File: src/rtl/page_nav_pkg.sv
// page_nav_pkg: shared definitions for the OLED page navigation controller and
// the display mux that decodes its page code.
//   nav_state_e   - controller state encoding
//   PAGE_*        - page codes driven on page_nav.page
//   NUM_APPS      - number of selectable apps in the menu
//   app_page()    - page code of a given app index
package page_nav_pkg;

    typedef enum logic [1:0] {
        StLoad,
        StWelcome,
        StMenu,
        StApp
    } nav_state_e;

    localparam logic [2:0] PAGE_LOAD     = 3'd0;
    localparam logic [2:0] PAGE_WELCOME  = 3'd1;
    localparam logic [2:0] PAGE_MENU     = 3'd2;
    localparam logic [2:0] PAGE_SOUNDBAR = 3'd3;
    localparam logic [2:0] PAGE_DFT      = 3'd4;
    localparam logic [2:0] PAGE_MAZE     = 3'd5;
    localparam logic [2:0] PAGE_GEODASH  = 3'd6;

    localparam int unsigned NUM_APPS = 4;

    // Apps occupy consecutive page codes starting at SOUNDBAR.
    function automatic logic [2:0] app_page(input logic [1:0] idx);
        return PAGE_SOUNDBAR + {1'b0, idx};
    endfunction

endpackage

File: src/rtl/hold_detect.sv
// hold_detect: long-press detector for a debounced button level.
//   Parameter HOLD_CYCLES - consecutive high cycles that make a long press.
//   CLOCK       in  system clock
//   reset       in  synchronous active-high reset
//   enable      in  counting allowed (the owner's active state)
//   level       in  debounced button level
//   long_press  out one-cycle pulse on the cycle the hold completes
// After a long press the detector stays disarmed until level falls, so a
// button held past the threshold fires only once.
module hold_detect #(
    parameter int unsigned HOLD_CYCLES = 100_000_000
) (
    input  logic CLOCK,
    input  logic reset,
    input  logic enable,
    input  logic level,
    output logic long_press
);

    localparam int unsigned CNT_W = (HOLD_CYCLES > 2) ? $clog2(HOLD_CYCLES) : 1;
    localparam logic [CNT_W-1:0] CNT_LAST = CNT_W'(HOLD_CYCLES - 1);

    logic [CNT_W-1:0] count_q;
    logic             armed_q;

    // count_q holds the number of high cycles already seen, so the current
    // cycle is the HOLD_CYCLES-th one when count_q reaches CNT_LAST.
    assign long_press = enable && level && armed_q && (count_q == CNT_LAST);

    always_ff @(posedge CLOCK) begin
        if (reset) begin
            count_q <= '0;
            armed_q <= 1'b1;
        end else if (!level) begin
            count_q <= '0;
            armed_q <= 1'b1;
        end else if (long_press) begin
            count_q <= '0;
            armed_q <= 1'b0;
        end else if (enable && armed_q) begin
            if (count_q != '1) begin
                count_q <= count_q + 1'b1;
            end
        end else begin
            count_q <= '0;
        end
    end

endmodule

File: src/rtl/page_nav.sv
// page_nav: button-driven page navigation for the 96x64 OLED front end.
// Flow: LOAD -> WELCOME -> MENU (cursor over four apps) -> APP; a long centre
// press in APP returns to MENU.
//   CLOCK, reset                        clock, synchronous active-high reset
//   load_done                           loading animation finished (level)
//   btn_u/d/l/r/c                       debounced one-cycle button pulses
//   btn_c_level                         debounced centre-button level
//   page                                registered page code (page_nav_pkg)
//   cursor                              highlighted menu entry
//   app_en                              one-hot enable of the running app
//   app_u/d/l/r/c                       button pulses forwarded to the app
// Optional macro PAGE_NAV_TIMEOUT_EN: MENU falls back to WELCOME after
// TIMEOUT_CYCLES cycles without a button pulse.
module page_nav
    import page_nav_pkg::*;
#(
    parameter int unsigned HOLD_CYCLES = 100_000_000
`ifdef PAGE_NAV_TIMEOUT_EN
    ,
    parameter longint unsigned TIMEOUT_CYCLES = 64'd3_000_000_000
`endif
) (
    input  logic       CLOCK,
    input  logic       reset,
    input  logic       load_done,
    input  logic       btn_u,
    input  logic       btn_d,
    input  logic       btn_l,
    input  logic       btn_r,
    input  logic       btn_c,
    input  logic       btn_c_level,
    output logic [2:0] page,
    output logic [1:0] cursor,
    output logic [3:0] app_en,
    output logic       app_u,
    output logic       app_d,
    output logic       app_l,
    output logic       app_r,
    output logic       app_c
);

    nav_state_e state_q;
    logic       long_press;
    logic       any_btn;

    assign any_btn = btn_u | btn_d | btn_l | btn_r | btn_c;

    hold_detect #(
        .HOLD_CYCLES (HOLD_CYCLES)
    ) u_hold_detect (
        .CLOCK      (CLOCK),
        .reset      (reset),
        .enable     (state_q == StApp),
        .level      (btn_c_level),
        .long_press (long_press)
    );

`ifdef PAGE_NAV_TIMEOUT_EN
    localparam int unsigned TO_W = (TIMEOUT_CYCLES > 2) ? $clog2(TIMEOUT_CYCLES) : 1;
    localparam logic [TO_W-1:0] TO_LAST = TO_W'(TIMEOUT_CYCLES - 1);
    logic [TO_W-1:0] idle_q;
`endif

    always_ff @(posedge CLOCK) begin
        if (reset) begin
            state_q <= StLoad;
            page    <= PAGE_LOAD;
            cursor  <= 2'd0;
            app_en  <= 4'd0;
            app_u   <= 1'b0;
            app_d   <= 1'b0;
            app_l   <= 1'b0;
            app_r   <= 1'b0;
            app_c   <= 1'b0;
`ifdef PAGE_NAV_TIMEOUT_EN
            idle_q  <= '0;
`endif
        end else begin
            // Forwarded pulses last one cycle unless APP re-registers them.
            app_u <= 1'b0;
            app_d <= 1'b0;
            app_l <= 1'b0;
            app_r <= 1'b0;
            app_c <= 1'b0;
`ifdef PAGE_NAV_TIMEOUT_EN
            idle_q <= '0;
`endif
            case (state_q)
                StLoad: begin
                    if (load_done) begin
                        state_q <= StWelcome;
                        page    <= PAGE_WELCOME;
                    end
                end
                StWelcome: begin
                    if (any_btn) begin
                        state_q <= StMenu;
                        page    <= PAGE_MENU;
                    end
                end
                StMenu: begin
                    // Centre wins over up/down; entry pulse is not forwarded.
                    if (btn_c) begin
                        state_q <= StApp;
                        page    <= app_page(cursor);
                        app_en  <= 4'b0001 << cursor;
                    end else if (btn_u && !btn_d) begin
                        cursor <= cursor - 2'd1;
                    end else if (btn_d && !btn_u) begin
                        cursor <= cursor + 2'd1;
                    end
`ifdef PAGE_NAV_TIMEOUT_EN
                    // A pulse on the expiry cycle keeps us in MENU.
                    if (!any_btn) begin
                        if (idle_q == TO_LAST) begin
                            state_q <= StWelcome;
                            page    <= PAGE_WELCOME;
                        end else begin
                            idle_q <= idle_q + 1'b1;
                        end
                    end
`endif
                end
                StApp: begin
                    if (long_press) begin
                        state_q <= StMenu;
                        page    <= PAGE_MENU;
                        app_en  <= 4'd0;
                    end else begin
                        app_u <= btn_u;
                        app_d <= btn_d;
                        app_l <= btn_l;
                        app_r <= btn_r;
                        app_c <= btn_c;
                    end
                end
                default: begin
                    state_q <= StLoad;
                    page    <= PAGE_LOAD;
                    app_en  <= 4'd0;
                end
            endcase
        end
    end

endmodule
File: config.mk
export PLATFORM = sky130hd
export DESIGN_NAME = page_nav
export DESIGN_NICKNAME = d
export VERILOG_FILES = /design/src/rtl/page_nav_pkg.sv /design/src/rtl/hold_detect.sv /design/src/rtl/page_nav.sv
export SDC_FILE = /design/constraint.sdc
export NUM_CORES = 1
export LEC_CHECK = 0
export ABC_AREA = 0
export BUFFER_PORTS_ARGS = -buffer_cell sky130_fd_sc_hd__buf_4
export CAP_MARGIN = 20
export CORE_ASPECT_RATIO = 1.75
export CORE_MARGIN = 1.5
export CORE_UTILIZATION = 50
export CTS_CLUSTER_DIAMETER = 150
export DETAILED_ROUTE_END_ITERATION = 7
export PLACE_DENSITY = 0.73
export SLEW_MARGIN = 30
export SYNTH_ARGS = -nofsm -noshare
export SYNTH_HDL_FRONTEND = slang
export SYNTH_SLANG_ARGS = --single-unit
File: constraint.sdc
create_clock -name CLOCK -period 2.1 [get_ports CLOCK]
set_input_delay 0.105 -clock CLOCK [delete_from_list [all_inputs] [get_ports CLOCK]]
set_output_delay 0.105 -clock CLOCK [all_outputs]
set_load 0.02 [all_outputs]
==> results of run 1 <==
## worst max-delay path, cell delays in order (launching register included)
cell	delay, ps
sky130_fd_sc_hd__dfxtp_1	360
sky130_fd_sc_hd__or4_1	560
sky130_fd_sc_hd__nor4_2	320
sky130_fd_sc_hd__buf_4	180
sky130_fd_sc_hd__buf_4	110
sky130_fd_sc_hd__a211oi_1	110
sky130_fd_sc_hd__and2_1	200
## metrics by stage
stage,instance area (um^2),worst slack (ps)
after floorplan,2280,234
after global placement,2520,204
after detailed placement,2520,143
after CTS,2610,134
after global routing,2630,4.99
final,2630,163
## final cells by class
type	instances	area, um^2	share of cell area
Sequential cell	44	881	0.335
Clock inverter	2	10.0	0.00380
Inverter	5	18.8	0.00713
Timing Repair Buffer	34	268	0.102
Clock buffer	6	82.6	0.0314
Multi-Input combinational cell	186	1310	0.497
Tap cell	51	63.8	0.0242
## kinds of logic (layout without fill, tap and decap cells)
| kind of cell | after synthesis | in the layout | share of synthesized area |
|---|---|---|---|
| adders and majority gates | 7 | 7 | 0.0385 |
| DFF | 44 | 44 | 0.387 |
| muxes | 2 | 2 | 0.00880 |
| xor gates and xnor gates | 24 | 24 | 0.0924 |
| and+or+nand+nor | 113 | 113 | 0.317 |
| AOI/OAI and AO/OA | 40 | 40 | 0.114 |
| buffers and inverters | 14 | 47 | 0.0418 |
## Yosys cell counts (2+ instances only)
cell and number:
sky130_fd_sc_hd__dfxtp_1 44, sky130_fd_sc_hd__nor2_1 32, sky130_fd_sc_hd__a21oi_1 20, sky130_fd_sc_hd__nand2_1 19, sky130_fd_sc_hd__xnor2_1 19, sky130_fd_sc_hd__nand4_1 11, sky130_fd_sc_hd__ha_1 7, sky130_fd_sc_hd__nand3_1 7
sky130_fd_sc_hd__nand3b_1 6, sky130_fd_sc_hd__a211oi_1 5, sky130_fd_sc_hd__and2_1 5, sky130_fd_sc_hd__inv_1 5, sky130_fd_sc_hd__xor2_1 5, sky130_fd_sc_hd__buf_6 4, sky130_fd_sc_hd__nor4_2 4, sky130_fd_sc_hd__and3_1 3
sky130_fd_sc_hd__and4_1 3, sky130_fd_sc_hd__nor3_1 3, sky130_fd_sc_hd__o31ai_1 3, sky130_fd_sc_hd__clkbuf_1 2, sky130_fd_sc_hd__mux2i_1 2, sky130_fd_sc_hd__nand4_4 2, sky130_fd_sc_hd__nor4_4 2, sky130_fd_sc_hd__nor4bb_1 2
sky130_fd_sc_hd__o21ai_0 2, sky130_fd_sc_hd__or4_1 2
## metal layers
| metal | wire length [um] | share of wire | vias up | global-route usage |
|---|---|---|---|---|
| met2 | 2820 | 0.57 | 37 | 0.413 |
| li1 | - | - | 931 | - |
| met1 | 1800 | 0.36 | 887 | 0.222 |
| met5 | 0 | 0 | - | 0 |
| met3 | 157 | 0.032 | 16 | 0.0375 |
| met4 | 193 | 0.039 | 0 | 0.129 |
## registers in the layout, summed over array words and instances (netlist names)
register               flops
app_u                      1
app_r                      1
state_q                    2
page                       3
app_c                      1
app_d                      1
cursor                     2
u_hold_detect.count_q     27
app_en                     4
u_hold_detect.armed_q      1
app_l                      1
## what timing repair did
action                     in CTS  in global routing
buffers inserted                0                  2
gates resized for setup         0                  1
setup endpoints to repair       0                 29
## worst max-delay path by stage
stage / to / slack, ps / cells past startpoint
floorplan: u_hold_detect.count_q[26] / 230 / 7
global placement: u_hold_detect.count_q[23] / 200 / 5
detailed placement: u_hold_detect.count_q[24] / 140 / 7
CTS: u_hold_detect.count_q[7] / 130 / 7
global route: u_hold_detect.count_q[4] / 5 / 6
finish: app_r / 160 / 6
## power by group through the flow
| stage | combinational [uW] | clock (uW) | sequential (uW) |
|---|---|---|---|
| after floorplan | 56.7 | 0 | 886 |
| after global placement | 107 | 0 | 880 |
| after detailed placement | 109 | 0 | 881 |
| after CTS | 109 | 568 | 861 |
| after global routing | 121 | 600 | 863 |
| final | 108 | 549 | 861 |
==> out/qor_table.md, run 1 <==
| Metric | Reported | Unit |
|:---|:---|:---|
| TritonCTS clock tree | built | - |
| Register-to-register setup slack | 160 | ps |
| Total count of hold-check failures in the final report | 0 | - |
| Clock period minus final worst setup slack | 1940 | ps |
| Critical path launch point | u_hold_detect.count_q[8] | - |
| Core Rows | 32 | - |
| Post-route worst hold slack | 15.7 | ps |
| Ranking of synthesized cells by area | sky130_fd_sc_hd__dfxtp_1, sky130_fd_sc_hd__xnor2_1, sky130_fd_sc_hd__nor2_1, sky130_fd_sc_hd__a21oi_1, sky130_fd_sc_hd__ha_1 | - |
| Switching portion of total power | 0.236 | - |
| Number of synthesized register bits | 44 | - |
| Max-capacitance violation count | 0 | - |
| Grt total ovfl | 0 | - |
| Unrepaired setup endpoints after global routing | no | - |
| Total DRC errors in the routed layout | 0 | - |
| Portion of total power attributed to the clock network | 0.362 | - |
| Library cells used by synthesis | 51 | - |
| Critical path launch point type | register | - |
| Final core area utilization | 0.598 | - |
| Number of violations reported at the end of detailed-routing iteration 0 | 49 | - |
| Proportion of synthesized chip area in sequential cells | 0.387 | - |
| Reported leakage power | 0.00100 | uW |
| Overall die height | 92.3 | um |
| Post-synth top area share | 0.387 | - |
| Synth Area per Inst | 9.33 | um^2 |
| TritonCTS buffer count | 5 | - |
| Final setup violation count | 0 | - |
| Initial Util | 0.517 | - |
| Tightest Hold Check Type | primary input to register | - |
| Worst supply voltage drop on vdd | 0.000482 | V |
| Via-per-instance ratio | 5.70 | - |
| Routed Antenna Nets | 0 | - |
| Worst-case clock buffer depth | 2 | - |
| Largest clock skew in the final design | 4.91 | ps |
| Total I/O pin count | 23 | - |
| Maximum fanout along the worst path | 6 | - |
| Overall global routing resource usage | 0.226 | - |
| Period utilisation layout | 0.922 | - |
| Count of cells along the worst hold path | 2 | - |
| Crit path capture type | register | - |
| Flip-flop cell with the highest count after synthesis | sky130_fd_sc_hd__dfxtp_1 | - |
| # nets final | 292 | - |
| Area leader, netlist | sky130_fd_sc_hd__dfxtp_1 | - |
| Number of antenna violations at the first check in global routing | 0 | - |
| Master cell of the clock root buffer | sky130_fd_sc_hd__clkbuf_8 | - |
| Post-synthesis to final-layout area growth | 15.7 | % |
| Clock transition time at the flip-flop clock pins of the worst setup and hold paths | 80 | ps |
| Switching power | 359 | uW |
| Leading cell type in the layout, fill and taps excluded | sky130_fd_sc_hd__dfxtp_1 | - |
| Die Footprint | 4980 | um^2 |
| Net count after synthesis | 260 | - |
| Reg2Reg Launch Point | u_hold_detect.count_q[8] | - |
| Peak clock frequency supported by timing | 0.516 | GHz |
| Count of vias placed by the detailed router | 1871 | - |
| Antenna diode count | 0 | - |
| Cell area after synthesis | 2280 | um^2 |
| Number of cells in the design after placement | 318 | - |
| CTS HTree Levels | 2 | - |
| Hold buffer count at cts | 0 | - |
| Worst max-slew margin expressed relative to the limit | 0.659 | - |
| Number of optimization iterations in the first detailed-route pass | 4 | - |
| Kind of critical path | register to register | - |
| Layout filler cell count | 427 | - |
| Count of cells along the worst register-to-register path | 6 | - |
| Min-Delay Startpoint | btn_d | - |
| CP Data Required Time | 2300 | ps |
| Share of cells above drive strength 1 | 0.217 | - |
| Pin count of the biggest net entering global routing | 28 | - |
| Reg2reg end | app_r | - |
| Sink of the worst hold path | app_d | - |
| Proportion of register bits with asynchronous set or reset after synthesis | 0 | - |
| Status | finished clean | - |
| Worst-Skew Late Latency | 300 | ps |
| Final estimated routing congestion in global placement | 0.903 | - |
| Total clock sinks | 44 | - |
| Placed wire-length estimate after detailed placement | 3730 | um |
| Number of flops mapped to enable cells by yosys | 0 | - |
| Combinational share of power | 0.071 | - |
| Post-route non-filler standard cell count | 328 | - |
| Top library cells by usage in the layout, fill and taps aside | sky130_fd_sc_hd__dfxtp_1, sky130_fd_sc_hd__buf_4, sky130_fd_sc_hd__nor2_1 | - |
| Power per cell area | 577 | nW/um^2 |
| Pins over their slew limit | 0 | - |
| Quantity of I/O buffers inserted on ports | 22 | - |
| Final Routed Wirelength | 4980 | um |
| Via count of the first global-routing pass | 1898 | - |
| Number of standard cells after synthesis | 244 | - |
| Final Total Pwr | 1520 | uW |
| Post-DR wirelength/cell | 15.2 | um |
| Signal arrival time at the worst endpoint | 2130 | ps |
| Cell internal pwr | 1160 | uW |
| Floorplan die width | 54 | um |
| Sequential share of power | 0.567 | - |
| Post-Route Setup TNS | 0 | ps |
| Slew at the pin closest to its max-slew limit | 508 | ps |
| First-pass GRT wire length | 8380 | um |
| Floorplan core area | 4400 | um^2 |
| Total of warnings raised by yosys | 0 | - |
No activity file was read; power rests on OpenSTA's default activity.
==> run 2: changes to the inputs <==
--- a/config.mk
+++ b/config.mk
@@ -9,11 +9,10 @@
 export BUFFER_PORTS_ARGS = -buffer_cell sky130_fd_sc_hd__buf_4
 export CAP_MARGIN = 20
 export CORE_ASPECT_RATIO = 1.75
-export CORE_MARGIN = 1.5
 export CORE_UTILIZATION = 50
 export CTS_CLUSTER_DIAMETER = 150
 export DETAILED_ROUTE_END_ITERATION = 7
-export PLACE_DENSITY = 0.73
+export PLACE_DENSITY_LB_ADDON = 0.3
 export SLEW_MARGIN = 30
 export SYNTH_ARGS = -nofsm -noshare
 export SYNTH_HDL_FRONTEND = slang
==> out/qor_table.md, run 2 (same netlist as run 1, synthesis figures left out) <==
| Metric | Reported | Unit |
|:---|:---|:---|
| Reg2reg end | app_en[2] | - |
| Total count of hold-check failures in the final report | 0 | - |
| Combinational share of power | 0.076 | - |
| Initial Util | 0.517 | - |
| Number of antenna violations at the first check in global routing | 0 | - |
| Hold buffer count at cts | 0 | - |
| Worst supply voltage drop on vdd | 0.000410 | V |
| Final setup violation count | 0 | - |
| Die Footprint | 4840 | um^2 |
| Unrepaired setup endpoints after global routing | no | - |
| Leading cell type in the layout, fill and taps excluded | sky130_fd_sc_hd__dfxtp_1 | - |
| CTS HTree Levels | 2 | - |
| Critical path launch point type | register | - |
| Count of cells along the worst register-to-register path | 8 | - |
| Post-placement setup slack | 131 | ps |
| Switching portion of total power | 0.247 | - |
| First-pass GRT wire length | 8110 | um |
| Grt total ovfl | 0 | - |
| Number of optimization iterations in the first detailed-route pass | 4 | - |
| Final Routed Wirelength | 4810 | um |
| Register name with the most flops | u_hold_detect.count_q | - |
| Antenna diode count | 0 | - |
| Switching power | 372 | uW |
| Quantity of I/O buffers inserted on ports | 22 | - |
| Largest clock skew in the final design | 6.19 | ps |
| Overall global routing resource usage | 0.223 | - |
| # nets final | 289 | - |
| Worst-Skew Late Latency | 300 | ps |
| Master cell of the clock root buffer | sky130_fd_sc_hd__clkbuf_8 | - |
| Pin count of the biggest net entering global routing | 28 | - |
| Total clock sinks | 44 | - |
| Floorplan die width | 53 | um |
| Post-Route Setup TNS | 0 | ps |
| Sequential share of power | 0.572 | - |
| Core Rows | 32 | - |
| CP Data Required Time | 2330 | ps |
| Total I/O pin count | 23 | - |
| Register-to-register setup slack | 140 | ps |
| Share of cells above drive strength 1 | 0.215 | - |
| Signal arrival time at the worst endpoint | 2200 | ps |
| Routed Antenna Nets | 0 | - |
| Kind of critical path | register to register | - |
| Count of cells along the worst hold path | 2 | - |
| Clock transition time at the flip-flop clock pins of the worst setup and hold paths | 90 | ps |
| Sink of the worst hold path | app_l | - |
| Top library cells by usage in the layout, fill and taps aside | sky130_fd_sc_hd__dfxtp_1, sky130_fd_sc_hd__nor2_1, sky130_fd_sc_hd__buf_4 | - |
| Worst-case clock buffer depth | 2 | - |
| Power per cell area | 579 | nW/um^2 |
| TritonCTS buffer count | 5 | - |
| Floorplan core area | 4400 | um^2 |
| Pins over their slew limit | 0 | - |
| Largest registers | u_hold_detect.count_q: 27 flops, app_en: 4 flops, page: 3 flops | - |
| Layout filler cell count | 410 | - |
| Via count of the first global-routing pass | 1823 | - |
| Worst max-slew margin expressed relative to the limit | 0.677 | - |
| Reg2Reg Launch Point | u_hold_detect.count_q[1] | - |
| Final estimated routing congestion in global placement | 0.872 | - |
| Status | finished clean | - |
| Peak clock frequency supported by timing | 0.509 | GHz |
| Number of violations reported at the end of detailed-routing iteration 0 | 38 | - |
| Clock period minus final worst setup slack | 1960 | ps |
| Overall die height | 91.3 | um |
| Cell internal pwr | 1130 | uW |
| Smallest setup slack after layout | 136 | ps |
| Tightest Hold Check Type | primary input to register | - |
| TritonCTS clock tree | built | - |
| Via-per-instance ratio | 5.79 | - |
| Post-synthesis to final-layout area growth | 14.2 | % |
| Maximum fanout along the worst path | 8 | - |
| Crit path capture type | register | - |
| Final Total Pwr | 1500 | uW |
| Period utilisation layout | 0.935 | - |
| Post-route worst hold slack | 12.5 | ps |
| Reported leakage power | 0.000963 | uW |
| Total DRC errors in the routed layout | 0 | - |
| Max-capacitance violation count | 0 | - |
| Count of vias placed by the detailed router | 1883 | - |
| Placed wire-length estimate after detailed placement | 3570 | um |
| Portion of total power attributed to the clock network | 0.352 | - |
| Slew at the pin closest to its max-slew limit | 481 | ps |
| Min-Delay Startpoint | btn_l | - |
| Post-DR wirelength/cell | 14.8 | um |
| Max FFs per register | 27 | - |
-- run 2: changes by cell type in the layout (fill, tap and decap cells not counted), sizes merged --
cell,before,now
clkinv,2,3
clkbuf,6,5
buf,34,31
-- run 2: power by group through the flow --
stage	clock network [uW]	registers [uW]	logic (uW)
detailed placement	0	880	115
floorplan	0	886	56.7
global placement	0	880	114
CTS	538	860	116
finish	529	860	115
global route	574	862	125
-- run 2: critical path, stage by stage, from the launching register on --
cell	delay, ps
sky130_fd_sc_hd__dfxtp_1	380
sky130_fd_sc_hd__ha_2	220
sky130_fd_sc_hd__nand4_1	190
sky130_fd_sc_hd__buf_4	200
sky130_fd_sc_hd__nor4_2	280
sky130_fd_sc_hd__buf_4	180
sky130_fd_sc_hd__a32oi_2	100
sky130_fd_sc_hd__nand3b_1	200
sky130_fd_sc_hd__a21oi_1	150
-- run 2: worst max path at each step --
stage,from,endpoint,slack [ps]
2_1_floorplan,u_hold_detect.count_q[0],u_hold_detect.count_q[26],230
3_3_place_gp,u_hold_detect.count_q[0],u_hold_detect.count_q[15],200
3_5_place_dp,u_hold_detect.count_q[0],u_hold_detect.count_q[15],130
4_1_cts,u_hold_detect.count_q[0],u_hold_detect.count_q[15],110
5_1_grt,u_hold_detect.count_q[1],page[2],7
6_report,u_hold_detect.count_q[1],app_en[2],140
-- run 2: layout make-up --
type                       instances  area [um^2]  area share
multi-input combinational        186         1300       0.501
sequential                        44          882       0.339
timing repair buffer              31          245      0.0943
clock buffer                       5         68.8      0.0265
tap                               51         63.8      0.0245
clock inverter                     3         18.8     0.00722
inverter                           5         18.8     0.00722
-- run 2: timing repair --
item,4_1_cts,5_1_grt
gates resized for setup,0,2
buffers inserted,0,1
setup endpoints to repair,0,4
-- run 2: layer usage --
layer / vias up / global-route usage / part of all wire
met1: 883 / 0.219 / 0.39
met5: - / 0 / 0
met3: 14 / 0.0419 / 0.033
met4: 0 / 0.123 / 0.030
li1: 937 / - / -
met2: 49 / 0.407 / 0.54
-- run 2: through the flow --
stage	cell area (um^2)	instances	util
after floorplan	2280	244	-
after global placement	2500	316	0.568
after detailed placement	2500	316	0.568
after CTS	2590	324	0.588
after global routing	2600	325	0.590
final	2600	325	0.590
